File: config.mk
export PLATFORM = sky130hd
export DESIGN_NAME = lcd_spi_monitor_flat
export DESIGN_NICKNAME = d
export VERILOG_FILES = /design/src/rtl/lcd_pkg.sv /design/src/rtl/lcd_spi_monitor_if.sv /design/src/rtl/lcd_spi_byte_rx.sv /design/src/rtl/lcd_spi_monitor.sv /design/src/flat_wrapper.sv
export SDC_FILE = /design/constraint.sdc
export NUM_CORES = 1
export LEC_CHECK = 0
export CAP_MARGIN = 40
export CORE_MARGIN = 5
export CORE_UTILIZATION = 40
export CTS_BUF_LIST = sky130_fd_sc_hd__clkbuf_8
export DETAILED_ROUTE_END_ITERATION = 8
export GPL_TIMING_DRIVEN = 0
export SLEW_MARGIN = 20
export SYNTH_ARGS = -nofsm -noshare
export SYNTH_HDL_FRONTEND = slang
export SYNTH_SLANG_ARGS = --single-unit
File: constraint.sdc
create_clock -name clk -period 2.9 [get_ports clk]
set_input_delay 0.58 -clock clk [delete_from_list [all_inputs] [get_ports clk]]
set_output_delay 0.58 -clock clk [all_outputs]
set_load 0.005 [all_outputs]
File: src/rtl/lcd_pkg.sv
// Shared constants for the ST7789-style LCD bus: command codes and decoder states.
package lcd_pkg;

    localparam int unsigned BYTE_W = 8;
    localparam int unsigned PIX_W  = 16;

    localparam logic [BYTE_W-1:0] CMD_SLPIN   = 8'h10;
    localparam logic [BYTE_W-1:0] CMD_SLPOUT  = 8'h11;
    localparam logic [BYTE_W-1:0] CMD_INVOFF  = 8'h20;
    localparam logic [BYTE_W-1:0] CMD_INVON   = 8'h21;
    localparam logic [BYTE_W-1:0] CMD_DISPOFF = 8'h28;
    localparam logic [BYTE_W-1:0] CMD_DISPON  = 8'h29;
    localparam logic [BYTE_W-1:0] CMD_CASET   = 8'h2A;
    localparam logic [BYTE_W-1:0] CMD_RASET   = 8'h2B;
    localparam logic [BYTE_W-1:0] CMD_RAMWR   = 8'h2C;

    typedef enum logic [2:0] {
        ST_IDLE  = 3'd0,
        ST_CASET = 3'd1,
        ST_RASET = 3'd2,
        ST_RAMWR = 3'd3,
        ST_SKIP  = 3'd4
    } dec_state_t;

endpackage

File: src/rtl/lcd_spi_monitor_if.sv
// 4-wire LCD serial bus as driven by the panel driver.
interface lcd_spi_monitor_if;
    logic lcd_clk;
    logic lcd_cs;
    logic lcd_rs;
    logic lcd_data;

    modport master (output lcd_clk, lcd_cs, lcd_rs, lcd_data);
    modport slave  (input  lcd_clk, lcd_cs, lcd_rs, lcd_data);
endinterface

File: src/rtl/lcd_spi_byte_rx.sv
// Synchronises the LCD pins, detects serial clock rising edges and assembles bytes.
module lcd_spi_byte_rx
    import lcd_pkg::*;
#(
    parameter int unsigned SYNC_STAGES = 2
) (
    input  logic              clk,
    input  logic              reset,
    input  logic              lcd_clk,
    input  logic              lcd_cs,
    input  logic              lcd_rs,
    input  logic              lcd_data,
    output logic              byte_valid,
    output logic [BYTE_W-1:0] byte_data,
    output logic              byte_is_data,
    output logic              frame_err
);

    localparam int unsigned CNT_W = 3;

    logic [SYNC_STAGES-1:0] clk_sync;
    logic [SYNC_STAGES-1:0] cs_sync;
    logic [SYNC_STAGES-1:0] rs_sync;
    logic [SYNC_STAGES-1:0] data_sync;
    logic                   clk_dly;
    logic [CNT_W-1:0]       bit_cnt;
    logic [BYTE_W-2:0]      shift;
    logic                   clk_rise_c;

    assign clk_rise_c = clk_sync[SYNC_STAGES-1] & ~clk_dly;

    // Pin synchronisers; clk/cs reset high so no phantom edge or selection follows reset.
    always_ff @(posedge clk) begin
        if (reset) begin
            clk_sync  <= '1;
            cs_sync   <= '1;
            rs_sync   <= '0;
            data_sync <= '0;
            clk_dly   <= 1'b1;
        end else begin
            clk_sync  <= {clk_sync[SYNC_STAGES-2:0], lcd_clk};
            cs_sync   <= {cs_sync[SYNC_STAGES-2:0], lcd_cs};
            rs_sync   <= {rs_sync[SYNC_STAGES-2:0], lcd_rs};
            data_sync <= {data_sync[SYNC_STAGES-2:0], lcd_data};
            clk_dly   <= clk_sync[SYNC_STAGES-1];
        end
    end

    // Shift register and bit counter; deselect drops a partial byte and flags it.
    always_ff @(posedge clk) begin
        if (reset) begin
            bit_cnt      <= '0;
            shift        <= '0;
            byte_valid   <= 1'b0;
            byte_data    <= '0;
            byte_is_data <= 1'b0;
            frame_err    <= 1'b0;
        end else begin
            byte_valid <= 1'b0;
            if (cs_sync[SYNC_STAGES-1]) begin
                if (bit_cnt != '0) begin
                    frame_err <= 1'b1;
                end
                bit_cnt <= '0;
            end else if (clk_rise_c) begin
                if (bit_cnt == CNT_W'(7)) begin
                    byte_data    <= {shift, data_sync[SYNC_STAGES-1]};
                    byte_is_data <= rs_sync[SYNC_STAGES-1];
                    byte_valid   <= 1'b1;
                    bit_cnt      <= '0;
                end else begin
                    shift   <= {shift[BYTE_W-3:0], data_sync[SYNC_STAGES-1]};
                    bit_cnt <= bit_cnt + CNT_W'(1);
                end
            end
        end
    end

endmodule

File: src/rtl/lcd_spi_monitor.sv
// LCD bus monitor: decodes commands, window setup and the RAMWR pixel stream.
module lcd_spi_monitor
    import lcd_pkg::*;
#(
    parameter int unsigned SYNC_STAGES = 2,
    parameter int unsigned COORD_W     = 9
) (
    input  logic               clk,
    input  logic               reset,
    lcd_spi_monitor_if.slave   lcd,
    output logic               byte_valid,
    output logic [BYTE_W-1:0]  byte_data,
    output logic               byte_is_data,
    output logic               cmd_valid,
    output logic [BYTE_W-1:0]  cmd_code,
    output logic               pix_valid,
    output logic [PIX_W-1:0]   pix_data,
    output logic [COORD_W-1:0] pix_x,
    output logic [COORD_W-1:0] pix_y,
    output logic               sleep_out,
    output logic               disp_on,
    output logic               inv_on,
    output logic               frame_err
);

    localparam int unsigned IDX_W = 3;

    dec_state_t         state, state_n;
    logic [IDX_W-1:0]   idx, idx_n;
    logic [BYTE_W-1:0]  p0, p0_n, p1, p1_n, p2, p2_n, hi, hi_n;
    logic               half, half_n, adv, adv_n;
    logic [COORD_W-1:0] xs, xs_n, xe, xe_n, ys, ys_n, ye, ye_n;
    logic [COORD_W-1:0] x_n, y_n;
    logic               cmd_valid_n, pix_valid_n;
    logic [BYTE_W-1:0]  cmd_code_n;
    logic [PIX_W-1:0]   pix_data_n;
    logic               sleep_n, disp_n, inv_n;

    lcd_spi_byte_rx #(.SYNC_STAGES(SYNC_STAGES)) u_rx (
        .clk          (clk),
        .reset        (reset),
        .lcd_clk      (lcd.lcd_clk),
        .lcd_cs       (lcd.lcd_cs),
        .lcd_rs       (lcd.lcd_rs),
        .lcd_data     (lcd.lcd_data),
        .byte_valid   (byte_valid),
        .byte_data    (byte_data),
        .byte_is_data (byte_is_data),
        .frame_err    (frame_err)
    );

    // Decoder state and all registered outputs.
    always_ff @(posedge clk) begin
        if (reset) begin
            state     <= ST_IDLE;
            idx       <= '0;
            p0        <= '0;
            p1        <= '0;
            p2        <= '0;
            hi        <= '0;
            half      <= 1'b0;
            adv       <= 1'b0;
            xs        <= '0;
            xe        <= '1;
            ys        <= '0;
            ye        <= '1;
            pix_x     <= '0;
            pix_y     <= '0;
            cmd_valid <= 1'b0;
            cmd_code  <= '0;
            pix_valid <= 1'b0;
            pix_data  <= '0;
            sleep_out <= 1'b0;
            disp_on   <= 1'b0;
            inv_on    <= 1'b0;
        end else begin
            state     <= state_n;
            idx       <= idx_n;
            p0        <= p0_n;
            p1        <= p1_n;
            p2        <= p2_n;
            hi        <= hi_n;
            half      <= half_n;
            adv       <= adv_n;
            xs        <= xs_n;
            xe        <= xe_n;
            ys        <= ys_n;
            ye        <= ye_n;
            pix_x     <= x_n;
            pix_y     <= y_n;
            cmd_valid <= cmd_valid_n;
            cmd_code  <= cmd_code_n;
            pix_valid <= pix_valid_n;
            pix_data  <= pix_data_n;
            sleep_out <= sleep_n;
            disp_on   <= disp_n;
            inv_on    <= inv_n;
        end
    end

    // Next-state: command dispatch, window parameter capture, pixel assembly and walk.
    always_comb begin
        state_n     = state;
        idx_n       = idx;
        p0_n        = p0;
        p1_n        = p1;
        p2_n        = p2;
        hi_n        = hi;
        half_n      = half;
        adv_n       = 1'b0;
        xs_n        = xs;
        xe_n        = xe;
        ys_n        = ys;
        ye_n        = ye;
        x_n         = pix_x;
        y_n         = pix_y;
        cmd_valid_n = 1'b0;
        cmd_code_n  = cmd_code;
        pix_valid_n = 1'b0;
        pix_data_n  = pix_data;
        sleep_n     = sleep_out;
        disp_n      = disp_on;
        inv_n       = inv_on;

        // Coordinates move the cycle after a pixel is reported, inclusive window end.
        if (adv) begin
            if (pix_x == xe) begin
                x_n = xs;
                y_n = (pix_y == ye) ? ys : pix_y + COORD_W'(1);
            end else begin
                x_n = pix_x + COORD_W'(1);
            end
        end

        if (byte_valid) begin
            if (!byte_is_data) begin
                cmd_valid_n = 1'b1;
                cmd_code_n  = byte_data;
                idx_n       = '0;
                case (byte_data)
                    CMD_CASET:   state_n = ST_CASET;
                    CMD_RASET:   state_n = ST_RASET;
                    CMD_RAMWR: begin
                        state_n = ST_RAMWR;
                        x_n     = xs;
                        y_n     = ys;
                        half_n  = 1'b0;
                    end
                    CMD_SLPIN:   begin sleep_n = 1'b0; state_n = ST_IDLE; end
                    CMD_SLPOUT:  begin sleep_n = 1'b1; state_n = ST_IDLE; end
                    CMD_INVOFF:  begin inv_n   = 1'b0; state_n = ST_IDLE; end
                    CMD_INVON:   begin inv_n   = 1'b1; state_n = ST_IDLE; end
                    CMD_DISPOFF: begin disp_n  = 1'b0; state_n = ST_IDLE; end
                    CMD_DISPON:  begin disp_n  = 1'b1; state_n = ST_IDLE; end
                    default:     state_n = ST_SKIP;
                endcase
            end else begin
                case (state)
                    ST_CASET, ST_RASET: begin
                        case (idx)
                            IDX_W'(0): p0_n = byte_data;
                            IDX_W'(1): p1_n = byte_data;
                            IDX_W'(2): p2_n = byte_data;
                            IDX_W'(3): begin
                                if (state == ST_CASET) begin
                                    xs_n = COORD_W'({p0, p1});
                                    xe_n = COORD_W'({p2, byte_data});
                                end else begin
                                    ys_n = COORD_W'({p0, p1});
                                    ye_n = COORD_W'({p2, byte_data});
                                end
                            end
                            default: ;
                        endcase
                        if (idx != IDX_W'(4)) begin
                            idx_n = idx + IDX_W'(1);
                        end
                    end
                    ST_RAMWR: begin
                        if (!half) begin
                            hi_n   = byte_data;
                            half_n = 1'b1;
                        end else begin
                            half_n      = 1'b0;
                            pix_valid_n = 1'b1;
                            pix_data_n  = {hi, byte_data};
                            adv_n       = 1'b1;
                        end
                    end
                    default: ;
                endcase
            end
        end
    end

endmodule

File: src/flat_wrapper.sv
// flat-port wrapper written by rule: the top's interface ports become plain ports
module lcd_spi_monitor_flat import lcd_pkg::*;
#(
    parameter int unsigned SYNC_STAGES = 2,
    parameter int unsigned COORD_W     = 9
)
  (clk, reset, byte_valid, byte_data, byte_is_data, cmd_valid, cmd_code, pix_valid, pix_data, pix_x, pix_y, sleep_out, disp_on, inv_on, frame_err, lcd_lcd_clk, lcd_lcd_cs, lcd_lcd_rs, lcd_lcd_data);
  lcd_spi_monitor_if lcd_i ();
  input  logic clk;
  input  logic reset;
  output logic byte_valid;
  output logic [BYTE_W-1:0] byte_data;
  output logic byte_is_data;
  output logic cmd_valid;
  output logic [BYTE_W-1:0] cmd_code;
  output logic pix_valid;
  output logic [PIX_W-1:0] pix_data;
  output logic [COORD_W-1:0] pix_x;
  output logic [COORD_W-1:0] pix_y;
  output logic sleep_out;
  output logic disp_on;
  output logic inv_on;
  output logic frame_err;
  input wire logic [$bits(lcd_i.lcd_clk)-1:0] lcd_lcd_clk;
  input wire logic [$bits(lcd_i.lcd_cs)-1:0] lcd_lcd_cs;
  input wire logic [$bits(lcd_i.lcd_rs)-1:0] lcd_lcd_rs;
  input wire logic [$bits(lcd_i.lcd_data)-1:0] lcd_lcd_data;
  assign lcd_i.lcd_clk = lcd_lcd_clk;
  assign lcd_i.lcd_cs = lcd_lcd_cs;
  assign lcd_i.lcd_rs = lcd_lcd_rs;
  assign lcd_i.lcd_data = lcd_lcd_data;
  lcd_spi_monitor #(.SYNC_STAGES(SYNC_STAGES), .COORD_W(COORD_W)) u_core (.clk(clk), .reset(reset), .lcd(lcd_i), .byte_valid(byte_valid), .byte_data(byte_data), .byte_is_data(byte_is_data), .cmd_valid(cmd_valid), .cmd_code(cmd_code), .pix_valid(pix_valid), .pix_data(pix_data), .pix_x(pix_x), .pix_y(pix_y), .sleep_out(sleep_out), .disp_on(disp_on), .inv_on(inv_on), .frame_err(frame_err));
endmodule
; Word-level counts from Yosys, hierarchy flattened
; Index checks and enable logic that the tools add are counted.
[word_totals]
reg_bits = 138
in_bits = 6
out_inout_bits = 58
elab_cells = 121
[op_classes]
add_sub_neg = 4
n_eq_ne = 22
mux = 26
n_bitwise = 10
reduce_logical = 28
[op_table]
columns = cell, count
row1 = two-way mux 9 bit, 11
row2 = == test 8 x 6 -> 1 bit (second input constant), 7
row3 = AND reduction 3 bit, 7
row4 = AND reduction 4 bit, 5
row5 = adder 9 x 1 -> 9 bit (second input constant), 2
row6 = == test 9 bit, 2
row7 = == test 8 x 5 -> 1 bit (second input constant), 2
row8 = == test 3 x 2 -> 1 bit (second input constant), 4
row9 = two-way mux 3 bit, 4
row10 = case mux 3 bit (4 select lines), 1
row11 = AND reduction 5 bit, 2
row12 = NOT 1 bit, 9
row13 = nonzero test 2 bit, 4
row14 = two-way mux 1 bit, 7
row15 = adder 3 x 1 -> 3 bit (second input constant), 2
row16 = == test 3 x 1 -> 1 bit (second input constant), 2
row17 = inequality test 2 x 1 -> 1 bit (second input constant), 3
row18 = case mux 1 bit (2 select lines), 3
row19 = OR reduction 2 bit, 3
row20 = OR reduction 6 bit, 1
row21 = AND reduction 2 bit, 2
row22 = OR reduction 4 bit, 1
row23 = == test 3 bit (second input constant), 1
row24 = logical NOT 3 bit, 1
row25 = 4 further kinds, 4

; Logic depth before layout (Yosys ltp)
[depth]
depth_word = 7
mapped_depth = 8
ltp_nobuf = 7

; Hierarchy
; Synthesis repeated with hierarchy kept, for this count alone.
[unflattened]
hier_cells = 695
hier_area_um2 = 5899.4
[by_module_without_submodules]
columns = module, instances, cells_each, area_each_um2, seq_area_each_um2
row1 = lcd_spi_monitor, 1, 588, 4837.1, 2162.1
row2 = lcd_spi_byte_rx, 1, 107, 1062.3, 600.6

; Worst setup path before layout
; Ideal clock, no wire load.
[synth_timing]
path_type = reg2reg
from = reg u_core.u_rx.byte_data[6]
to = reg u_core.pix_x[6]
setup_time_ns = 0.142
arrival_time_ns = 1.705
required_time_ns = 2.758
slack_ns = 1.053
stages_incl_launch_ff = 9
path_buffers = 2
period_less_slack_ns = 1.847
path_cell_list = dfxtp_1 -> buf_2 -> or4b_4 -> nor2_4 -> and3_4 -> nor2_4 -> buf_8 -> nor2_1 -> a211oi_2
[synth_via]
elab_chain_cells = 4
[synth_rtl]
columns = element, line
row1 = from (decl), lcd_spi_byte_rx.sv:14  ; output logic [BYTE_W-1:0] byte_data,
row2 = from (signal assigned), lcd_spi_byte_rx.sv:67  ; byte_data <= {shift, data_sync[SYNC_STAGES-1]};
row3 = == test 8 x 6 -> 1 bit, lcd_spi_monitor.sv:140  ; case (byte_data)
row4 = two-way mux 9 bit, lcd_spi_monitor.sv:140
row5 = two-way mux 9 bit, lcd_spi_monitor.sv:136  ; if (!byte_is_data) begin
row6 = two-way mux 9 bit, lcd_spi_monitor.sv:135  ; if (byte_valid) begin
row7 = to (signal assigned), lcd_spi_monitor.sv:89  ; pix_x <= x_n;
row8 = to (decl), lcd_spi_monitor.sv:18  ; output logic [COORD_W-1:0] pix_x,
; No other way between the ends.
; A chain may end at the register's enable or synchronous reset.

; Worst setup path after layout
[layout_timing]
from = reg u_core.u_rx.byte_data[5]
to = reg u_core.pix_x[7]
; Same word-level chain as after synthesis.

==> results.tsv <==
metric	value	unit
outcome	finished clean	
Routed Antenna Nets	0	
sequential area share after synthesis	47.1	%
Fin. Hold Viols	0	
CP Capture Type	register	
worst min-delay path class	reg2reg	
Die H	131	um
Reg clk slew, reported paths	0.08	ns
Netlist cell types	53	
max-slew violations	0	
standard-cell rows	44	
Max Fclk	450	MHz
setup violators final	0	
vias in the first global route	4816	
RSZ-0062 raised after global routing	false	
initial antenna violation count	0	
final instance area	0.00710	sq mm
CP Max Fanout	10	
Post-DP HPWL	10900	um
fin cells	937	
detailed-route via count	4836	
Root Driver	clkbuf_8	
core area	0.0145	sq mm
IO Pins	64	
Total GRT Usage	18.8	%
period utilization	76.6	%
Synth Area per Inst	8.88	sq um
Initial DRC Count	373	
Synth Area in XOR/XNOR	4.48	%
Synth Instances	660	
CTS Hold Bufs	0	
worst ir drop on vdd	319	uV
DR WL/cell	16.5	um
die area	0.0172	sq mm
Compound-Gate Fraction of Synth Area	9.33	%
WL final	15400	um
CTS tree	built	
simple-gate share of the synthesized area	23.5	%
number of synthesized flops with an enable pin	0	
Area growth syn-to-layout	21.1	%
Synth async-reset ratio	0	%
maxcap violations	0	
clock skew	0.0121	ns
WS Path Type	reg2reg	
later-pin clock latency in the skew report	0.44	ns
Rel. slew slack	52.0	%
# nets final	757	
multiplexer share of the synthesized area	9.52	%
syn_nets	676	
gr ovfl total	0	
placed instance count	906	
clock sink count	138	
PwrDens	496	mW/mm^2
ys flop type	dfxtp_1	
area of the mapped netlist	0.00586	sq mm
final hold slack	0.417	ns
LEAKAGE	0.00274	uW
CP required	3.21	ns
WP data arrival	2.53	ns
Starting Density	40.5	%
largest net degree at the start of global routing	17	
share of cells above drive strength 1	8.90	%
yosys warns	0	
DR pass1 iterations	5	
worst slew pin tran	0.715	ns
count of state elements after synthesis	138	
Clock H-tree levels	4	
vias per cell	5.16	
adder-cell share of the synthesized area	2.13	%
gpl congestion	0.827	
ant diodes	0	
DRC errors left	0	
cts repair resizes	0	
dpl cell area	0.00671	sq mm
# port buffers	62	
setup TNS	0	ns
fin crit period	2.22	ns
first-pass GRT wire length	24900	um
largest family of logic cells by synthesized area	simple AND/OR/NAND/NOR gates	
Final Util	49.0	%
die extent in x	131	um
Setup crit start kind	register	
maximum clock path buffer count	2	
Post-CTS Setup Inserts	0	
cts bufs inserted	17	
-- registers in the layout, summed over array words and instances, names as in the netlist, 3 cells and up --
register,cells
u_core.pix_y,9
u_core.state,3
u_core.ye,9
u_core.u_rx.byte_data,8
u_core.p1,8
u_core.idx,3
u_core.u_rx.bit_cnt,3
u_core.xs,9
u_core.ys,9
u_core.pix_data,16
u_core.cmd_code,8
u_core.hi,8
u_core.xe,9
u_core.pix_x,9
u_core.u_rx.shift,7
-- synthesized netlist by cell type (2+ instances only) --
cell      instances  share of area (%)
a211oi_1          8                1.0
a211oi_2          7                1.5
a21boi_0          2               0.26
a21oi_1          54                4.6
and3_1            4               0.43
and3b_1           2               0.30
and4_1            2               0.30
buf_1             2               0.13
buf_2             9               0.77
clkbuf_1         27                1.7
dfxtp_1         138                 47
ha_1             10                2.1
inv_1            11               0.70
mux2_1            2               0.38
mux2_2            4               0.77
mux2i_1          49                8.4
nand2_1         123                7.9
nand2b_1          8               0.85
nand3_1          14                1.2
nand3b_1         18                2.3
nand4_1           7               0.75
nor2_1           76                4.9
nor2_4            2               0.38
nor2b_1           7               0.75
nor3_1            9               0.77
nor4b_1           2               0.30
o21ai_0           2               0.17
o22ai_1           2               0.21
or2_2             7               0.75
xnor2_1          15                2.2
xor2_1           15                2.2
-- power breakdown --
| part | internal [uW] | switching, uW |
|---|---|---|
| sequential | 1900 | 2.32 |
| combinational | 16.9 | 39.8 |
| clock | 847 | 716 |
-- through the flow --
stage                     power (uW)  setup WS [ns]
after global routing            3650          0.524
after floorplan                 1980           1.05
after CTS                       3550          0.666
after detailed placement        2000          0.684
after global placement          2000          0.709
final                           3520          0.679
-- critical path, stage by stage (launching register included) --
cell and delay (ns):
dfxtp_1 0.33, buf_2 0.29, or4b_4 0.56, nor2_4 0.14, nand3_1 0.13, clkbuf_1 0.34
o21ai_0 0.21, a21oi_1 0.09
-- kinds of logic after synthesis --
group | Yosys count
AO/OA/AOI/OAI | 84
flip-flops | 138
XOR/XNOR | 30
buffers and inverters | 52
adder cells (fa/ha/maj) | 10
AND/OR/NAND/NOR | 291
multiplexers | 55
-- path summary, 6_finish.rpt --
path | startpoint | endpoint | slack [ns] | depth (start not counted)
hold / removal | u_core.u_rx.clk_sync[0] | u_core.u_rx.clk_sync[1] | 0.42 | 1
setup reg to reg | u_core.u_rx.byte_data[5] | u_core.pix_x[7] | 0.68 | 7
hold reg to reg | u_core.u_rx.clk_sync[0] | u_core.u_rx.clk_sync[1] | 0.42 | 1
setup / recovery | u_core.u_rx.byte_data[5] | u_core.pix_x[7] | 0.68 | 7
-- layout make-up --
class,instances,area [sq um]
plain buffers,41,188
clock buffers,18,248
clock inverters,13,138
fillers,1405,7380
inverters,11,41.3
multi-input cells,470,2870
flip-flops and latches,138,2760
well taps,184,230
repair buffers,62,621
-- routing by layer --
layer	up-vias	share of wire, %	GRT usage [%]	wire (um)
met5	-	0	0	0
met3	16	5.4	5.49	825
met1	2310	48	25.1	7400
met4	0	1.0	6.05	157
li1	2373	-	-	-
met2	137	46	29.5	7040
-- cell usage in the layout, fill, tap and decap left out, drive strengths merged, types with 2 or more instances in the layout --
master,Yosys,routed
a21oi,54,54
xor2,15,15
nand2b,8,8
nand4,7,7
nand3,14,14
nand2,124,124
clkdlybuf4s50,0,62
nor2b,7,7
dfxtp,138,138
and4,2,2
buf,14,14
nor4,2,2
o22ai,2,2
bufinv,0,3
a211oi,15,15
nand3b,18,18
clkbuf,27,45
nor2,79,79
o21ai,4,4
nor3,10,10
and3,5,5
mux2i,49,49
a21boi,2,2
xnor2,15,15
clkinv,0,5
and3b,2,2
nor4b,2,2
mux2,6,6
or2,7,7
ha,10,10
inv,11,15
No activity file was read; power rests on OpenSTA's default activity.
